<file path="src/rtl/eth_mdio_master_pkg.sv">
// Shared constants and types for the Clause 22 MDIO master.
// Frame layout, opcodes and FSM encoding.
package eth_mdio_master_pkg;

  localparam logic [1:0] OP_WR = 2'b01;
  localparam logic [1:0] OP_RD = 2'b10;
  localparam logic [1:0] ST    = 2'b01;

  localparam int B_ST   = 32;
  localparam int B_OP   = 34;
  localparam int B_PHY  = 36;
  localparam int B_REG  = 41;
  localparam int B_TA   = 46;
  localparam int B_DATA = 48;
  localparam int B_END  = 64;

  typedef enum logic [2:0] {
    S_IDLE = 3'd0,
    S_PRE  = 3'd1,
    S_HDR  = 3'd2,
    S_TA   = 3'd3,
    S_DATA = 3'd4,
    S_DONE = 3'd5
  } state_t;

  // Reads carry all-ones in TA/data: the line is released there.
  function automatic logic [63:0] build_frame(
    input logic        dir,
    input logic [4:0]  aphy,
    input logic [4:0]  areg,
    input logic [15:0] txd
  );
    build_frame = {32'hFFFF_FFFF, ST,
                   dir ? OP_WR : OP_RD,
                   aphy, areg,
                   dir ? 2'b10 : 2'b11,
                   dir ? txd : 16'hFFFF};
  endfunction

endpackage

</file>
<file path="src/rtl/eth_mdio_master_clk_div.sv">
// MDC generator: tick every G_DIV clks while enabled.
// MDC low for the first half of each bit, high for the second.
module mdio_clk_div #(
  parameter int G_DIV = 2
) (
  input  logic clk,
  input  logic rst,
  input  logic i_en,
  output logic o_rise,
  output logic o_fall,
  output logic o_mdc
);

  localparam int W = (G_DIV > 1) ? $clog2(G_DIV) : 1;

  logic [W-1:0] r_cnt;
  logic         r_mdc;
  logic         w_tick;

  assign w_tick = i_en && (r_cnt == W'(G_DIV - 1));

  always_ff @(posedge clk) begin
    if (rst || !i_en) begin
      r_cnt <= '0;
      r_mdc <= 1'b0;
    end else if (w_tick) begin
      r_cnt <= '0;
      r_mdc <= ~r_mdc;
    end else begin
      r_cnt <= r_cnt + 1'b1;
    end
  end

  assign o_rise = w_tick && !r_mdc;
  assign o_fall = w_tick && r_mdc;
  assign o_mdc  = r_mdc;

endmodule

</file>
<file path="src/rtl/eth_mdio_master.sv">
// Clause 22 MDIO master: one 64-bit frame per start edge.
// Drives an IOBUF-style T/O/I pad, captures read data.
module eth_mdio_master
  import eth_mdio_master_pkg::*;
#(
  parameter int G_DIV = 2
) (
  input  logic        clk,
  input  logic        rst,
  input  logic        usr_start,
  input  logic        usr_dir,
  input  logic [4:0]  usr_aphy,
  input  logic [4:0]  usr_areg,
  input  logic [15:0] usr_txd,
  output logic [15:0] usr_rxd,
  output logic        usr_done,
  output logic        p_out_mdio_t,
  output logic        p_out_mdio,
  input  logic        p_in_mdio,
  output logic        p_out_mdc,
  output logic [15:0] dbg_o
);

  state_t      r_state;
  logic [5:0]  r_bit;
  logic [63:0] r_sh;
  logic        r_dir;
  logic        r_mdio;
  logic        r_t;
  logic        r_done;
  logic [15:0] r_rxd;
  logic [15:0] r_rx;
  logic        r_start_d;

  logic        w_busy;
  logic        w_start;
  logic        w_rise;
  logic        w_fall;
  logic        w_mdc;
  logic [5:0]  w_nbit;
  logic [63:0] w_frame;

  assign w_busy  = (r_state == S_PRE) || (r_state == S_HDR) ||
                   (r_state == S_TA)  || (r_state == S_DATA);
  assign w_start = usr_start && !r_start_d;
  assign w_nbit  = r_bit + 6'd1;
  assign w_frame = build_frame(usr_dir, usr_aphy, usr_areg, usr_txd);

  mdio_clk_div #(.G_DIV(G_DIV)) u_div (
    .clk    (clk),
    .rst    (rst),
    .i_en   (w_busy),
    .o_rise (w_rise),
    .o_fall (w_fall),
    .o_mdc  (w_mdc)
  );

  // Edge detector tracks the level even through reset.
  always_ff @(posedge clk) begin
    r_start_d <= usr_start;
  end

  always_ff @(posedge clk) begin
    if (rst) begin
      r_state <= S_IDLE;
      r_bit   <= '0;
      r_sh    <= '0;
      r_dir   <= 1'b0;
      r_mdio  <= 1'b1;
      r_t     <= 1'b1;
      r_done  <= 1'b0;
      r_rxd   <= '0;
      r_rx    <= '0;
    end else begin
      r_done <= 1'b0;
      case (r_state)
        S_IDLE: begin
          if (w_start) begin
            r_dir   <= usr_dir;
            r_sh    <= {w_frame[62:0], 1'b0};
            r_mdio  <= w_frame[63];
            r_t     <= 1'b0;
            r_bit   <= '0;
            r_state <= S_PRE;
          end
        end
        S_PRE, S_HDR, S_TA, S_DATA: begin
          if (w_rise && (r_state == S_DATA))
            r_rx <= {r_rx[14:0], p_in_mdio};
          if (w_fall) begin
            if (r_bit == 6'(B_END - 1)) begin
              r_state <= S_DONE;
              r_done  <= 1'b1;
              r_mdio  <= 1'b1;
              r_t     <= 1'b1;
              if (!r_dir) r_rxd <= r_rx;
            end else begin
              r_bit  <= w_nbit;
              r_mdio <= r_sh[63];
              r_sh   <= {r_sh[62:0], 1'b0};
              r_t    <= !r_dir && (w_nbit >= 6'(B_TA));
              if (w_nbit == 6'(B_ST))   r_state <= S_HDR;
              if (w_nbit == 6'(B_TA))   r_state <= S_TA;
              if (w_nbit == 6'(B_DATA)) r_state <= S_DATA;
            end
          end
        end
        S_DONE:  r_state <= S_IDLE;
        default: r_state <= S_IDLE;
      endcase
    end
  end

  assign usr_rxd      = r_rxd;
  assign usr_done     = r_done;
  assign p_out_mdio   = r_mdio;
  assign p_out_mdio_t = r_t;
  assign p_out_mdc    = w_mdc;
  assign dbg_o = {3'b000, p_in_mdio, r_t, r_mdio,
                  w_mdc, r_bit, r_state};

endmodule

</file>
<file path="config.mk">
export PLATFORM = sky130hd
export DESIGN_NAME = eth_mdio_master
export DESIGN_NICKNAME = d
export VERILOG_FILES = /design/src/rtl/eth_mdio_master_pkg.sv /design/src/rtl/eth_mdio_master_clk_div.sv /design/src/rtl/eth_mdio_master.sv
export SDC_FILE = /design/constraint.sdc
export NUM_CORES = 1
export LEC_CHECK = 0
export CAP_MARGIN = 20
export CORE_ASPECT_RATIO = 0.9
export CORE_MARGIN = 2
export CORE_UTILIZATION = 45
export DETAILED_ROUTE_END_ITERATION = 12
export GPL_ROUTABILITY_DRIVEN = 1
export GPL_TIMING_DRIVEN = 0
export PLACE_DENSITY = 0.73
export SETUP_SLACK_MARGIN = 0.05
export SLEW_MARGIN = 20
export SYNTH_ARGS = -nofsm -noshare
export SYNTH_HDL_FRONTEND = slang
export SYNTH_SLANG_ARGS = --single-unit
export TNS_END_PERCENT = 10
</file>
<file path="constraint.sdc">
create_clock -name clk -period 2.6 [get_ports clk]
set_clock_uncertainty 0.2 [all_clocks]
set_input_delay 0.65 -clock clk [delete_from_list [all_inputs] [get_ports clk]]
set_output_delay 0.65 -clock clk [all_outputs]
set_load 0.02 [all_outputs]
</file>
==> results.py <==
metrics = {
    "synth": {
        "synthArstFlopShare": 0,
        "synth_seq_area_share": 0.473,
        "synth_simple_gate_area_frac": 0.286,
        "synthCells": 568,
        "synth-warning-count": 0,
        "synth-compound-area-share": 0.127,
        "main_combinational_cell_family_by_area_after_synthesis": "simple AND/OR/NAND/NOR gates",
        "synth.cell_area_mm2": 0.00470,
        "synth-seq-cells": 111,
        "synth_cell_type_count": 49,
        "synthMuxAreaShare": 0.0362,
        "synthXorXnorAreaFrac": 0.00560,
        "post_synth.cell_area_avg_um2": 8.27,
        "synth-edff-count": 0,
        "synth-adder-area-share": 0.00746,
        "ys.flop_type": "dfxtp_1",
    },
    "routing": {
        "drt-wirelength-per-cell_um": 14.2,
        "routed_wl_met2_mm": 5.33,
        "dr_total_vias": 4173,
        "postRouteWirelength_mm": 11.1,
        "viasPerCell": 5.37,
        "highest-signal-layer": "met4",
        "detail-route-antenna-nets": 0,
        "dr.first_iter.drc_count": 238,
        "wirelength_met1_mm": 5.09,
        "drt_first_pass_iters": 4,
        "drc": 0,
        "wl_met3_um": 516,
    },
    "placed_design": {
        "dpl.hpwl_mm": 7.99,
        "gp_congestion": 0.866,
        "io_buffer_count": 62,
        "placed_area_mm2": 0.00549,
        "dp_worst_setup_slack_ns": -0.0941,
    },
    "sta": {
        "finalMaxSlewViolations": 0,
        "fmaxAchievable_mhz": 412,
        "timing.slew.headroom": 0.561,
        "min_period_ns": 2.43,
        "measured_slew_at_the_worst_slew_check_pin_ns": 0.656,
        "timing.final.hold_violations": 0,
        "final_critical_path_setup_slack_ns": 0.170,
        "setup_viol_count_final": 0,
        "final_setup_tns_ns": 0,
        "rsz_0062_raised_after_global_routing": "yes",
        "finalCritPeriodShare": 0.934,
    },
    "cts": {
        "worstSkewPairLatency_ns": 0.35,
        "clockRootBuffer": "clkbuf_16",
        "clock_path_buffers": 2,
        "tritoncts_num_sinks": 111,
        "post_cts_setup_bufs": 0,
        "post_cts_hold_buffer_count": 0,
        "cts_h_tree_depth": 3,
        "clkSlewWorstSetupHoldPaths_ns": 0.08,
        "tritoncts": "done",
        "post_cts_resized": 3,
        "cts_made_buffers": 9,
    },
    "finish": {
        "layout.area.seq_mm2": 0.00222,
        "area_growth_syn_to_layout_pct": 23.9,
        "multi_input_comb_area_mm2": 0.00220,
        "final.fill_count": 945,
        "insertedDiodeCount": 0,
        "design_area_mm2": 0.00582,
        "num-nets-final": 676,
        "layout-drive-gt1-share": 0.0818,
    },
    "worst_setup_path": {
        "critical_path.reg2reg.startpoint": "r_bit[0]",
        "crit_path_start_kind": "flip-flop",
        "path_max_fanout": 10,
        "worst-setup-path-type": "reg -> reg",
        "critPathRequiredTime_ns": 2.61,
        "data_arrival_critical_path_ns": 2.44,
        "end_kind": "flip-flop",
        "critical_path.startpoint": "r_bit[0]",
    },
    "power_and_ir_drop": {
        "peakVddDrop_v": 0.000543,
        "power_density_mw_per_mm2": 646,
        "power.leakage_nw": 2.09,
        "total_power_mw": 3.76,
    },
    "grt": {
        "grt_first_pass_wirelength_mm": 18.7,
        "grt.overflow.total": 0,
        "via_count_of_the_first_global_routing_pass": 4016,
        "largest_net_degree_at_the_start_of_global_routing": 21,
        "grt_use_total": 0.202,
        "antenna_found_initial": 0,
    },
    "floorplanning": {
        "site_row_count": 35,
        "die-height_um": 101,
        "initial_core_util": 0.460,
        "core_area_mm2": 0.0102,
        "top_level_ports": 67,
        "design.die.area_mm2": 0.0113,
        "die_x_um": 112,
    },
    "min_path": {
        "min_path_type": "reg -> reg",
        "worst_hold_launch": "r_sh[3]",
    },
    "run_status": {
        "outcome": "finished, final reports clean",
    },
    "job": {
        "maxCapViolations": 0,
    },
}
[final timing paths]
| check | endpoint | cells after the start | slack, ns |
|---|---|---|---|
| min reg2reg | r_sh[3] | 2 | 0.25 |
| max | usr_rxd[14] | 8 | 0.17 |
| min | r_sh[3] | 2 | 0.25 |
| max reg2reg | usr_rxd[14] | 8 | 0.17 |
[report_power, final]
group,switching [mW],total (mW),internal [mW]
Sequential,0.0578,1.85,1.80
Clock,0.647,1.42,0.769
Combinational,0.291,0.489,0.198
[sequential cells by signal, summed over array words and instances, names as in the netlist]
name and flops:
r_bit 6, r_state 3, r_sh 63, r_dir 1, u_div.r_cnt 1, usr_done 1
u_div.o_mdc 1, r_rx 16, p_out_mdio 1, p_out_mdio_t 1, usr_rxd 16, r_start_d 1
[layer usage]
layer / global-route usage / up-vias
li1: - / 2121
met1: 0.260 / 1941
met2: 0.343 / 99
met3: 0.0457 / 12
met4: 0.0579 / 0
met5: 0 / -
[critical path: stages (launching register included)]
cell and delay (ns):
dfxtp_2 0.43, ha_1 0.21, nand2_2 0.11, or3_4 0.44, or3_1 0.35, clkbuf_1 0.19
buf_2 0.22, nand2_1 0.09, a21oi_1 0.06
[cell usage after synthesis (2+ instances only)]
| cell | count | area (um2) |
|---|---|---|
| dfxtp_1 | 111 | 2220 |
| nand2_1 | 79 | 297 |
| nor2_1 | 76 | 285 |
| nor3_1 | 76 | 380 |
| a21oi_1 | 41 | 205 |
| clkbuf_1 | 25 | 93.8 |
| nand3b_1 | 18 | 135 |
| mux2i_1 | 17 | 170 |
| o211ai_1 | 16 | 120 |
| a311oi_1 | 13 | 114 |
| buf_2 | 11 | 55.1 |
| buf_4 | 9 | 67.6 |
| nand3_1 | 9 | 45.0 |
| or3_1 | 6 | 37.5 |
| buf_6 | 5 | 56.3 |
| inv_1 | 4 | 15.0 |
| nand2b_1 | 4 | 25.0 |
| o21ai_0 | 4 | 20.0 |
| a211oi_1 | 3 | 22.5 |
| buf_1 | 3 | 11.3 |
| nor3b_1 | 3 | 22.5 |
| o22ai_1 | 3 | 18.8 |
| and2_1 | 2 | 12.5 |
| ha_1 | 2 | 25.0 |
| nor3_2 | 2 | 20.0 |
| o41ai_1 | 2 | 17.5 |
| xnor2_1 | 2 | 17.5 |
[layout make-up]
type / instances / share of cell area
buffer: 53 / 0.0488
clock inverter: 7 / 0.0148
sequential: 111 / 0.382
multi-input combinational: 402 / 0.378
inverter: 4 / 0.00258
timing repair buffer: 62 / 0.106
clock buffer: 9 / 0.0387
tap: 129 / 0.0277
[metrics by stage]
stage	instances	util	hold slack [ns]
6_report	777	0.570	0.254
5_1_grt	777	0.570	0.269
4_1_cts	777	0.569	0.254
3_5_place_dp	761	0.538	0.245
3_3_place_gp	761	0.538	0.240
2_1_floorplan	570	-	0.232
[logic make-up (layout without fill, tap and decap cells)]
kind of cell | count (synthesis) | count (layout)
fa+ha+maj | 3 | 3
other cells | 1 | 3
xor+xnor | 3 | 3
mux | 17 | 17
flops | 111 | 111
simple gates | 285 | 285
compound gates | 91 | 91
buf+inv | 57 | 135
[placed cells by master (no fill, tap or decap), drive strengths merged, types with 16 or more instances in the layout]
cell type,count
clkbuf,34
clkdlybuf4s50,61
buf,28
dfxtp,111
nor3,78
nand3b,18
mux2i,17
nor2,76
o211ai,16
nand2,80
a21oi,42
(Power assumes the default switching activity.)
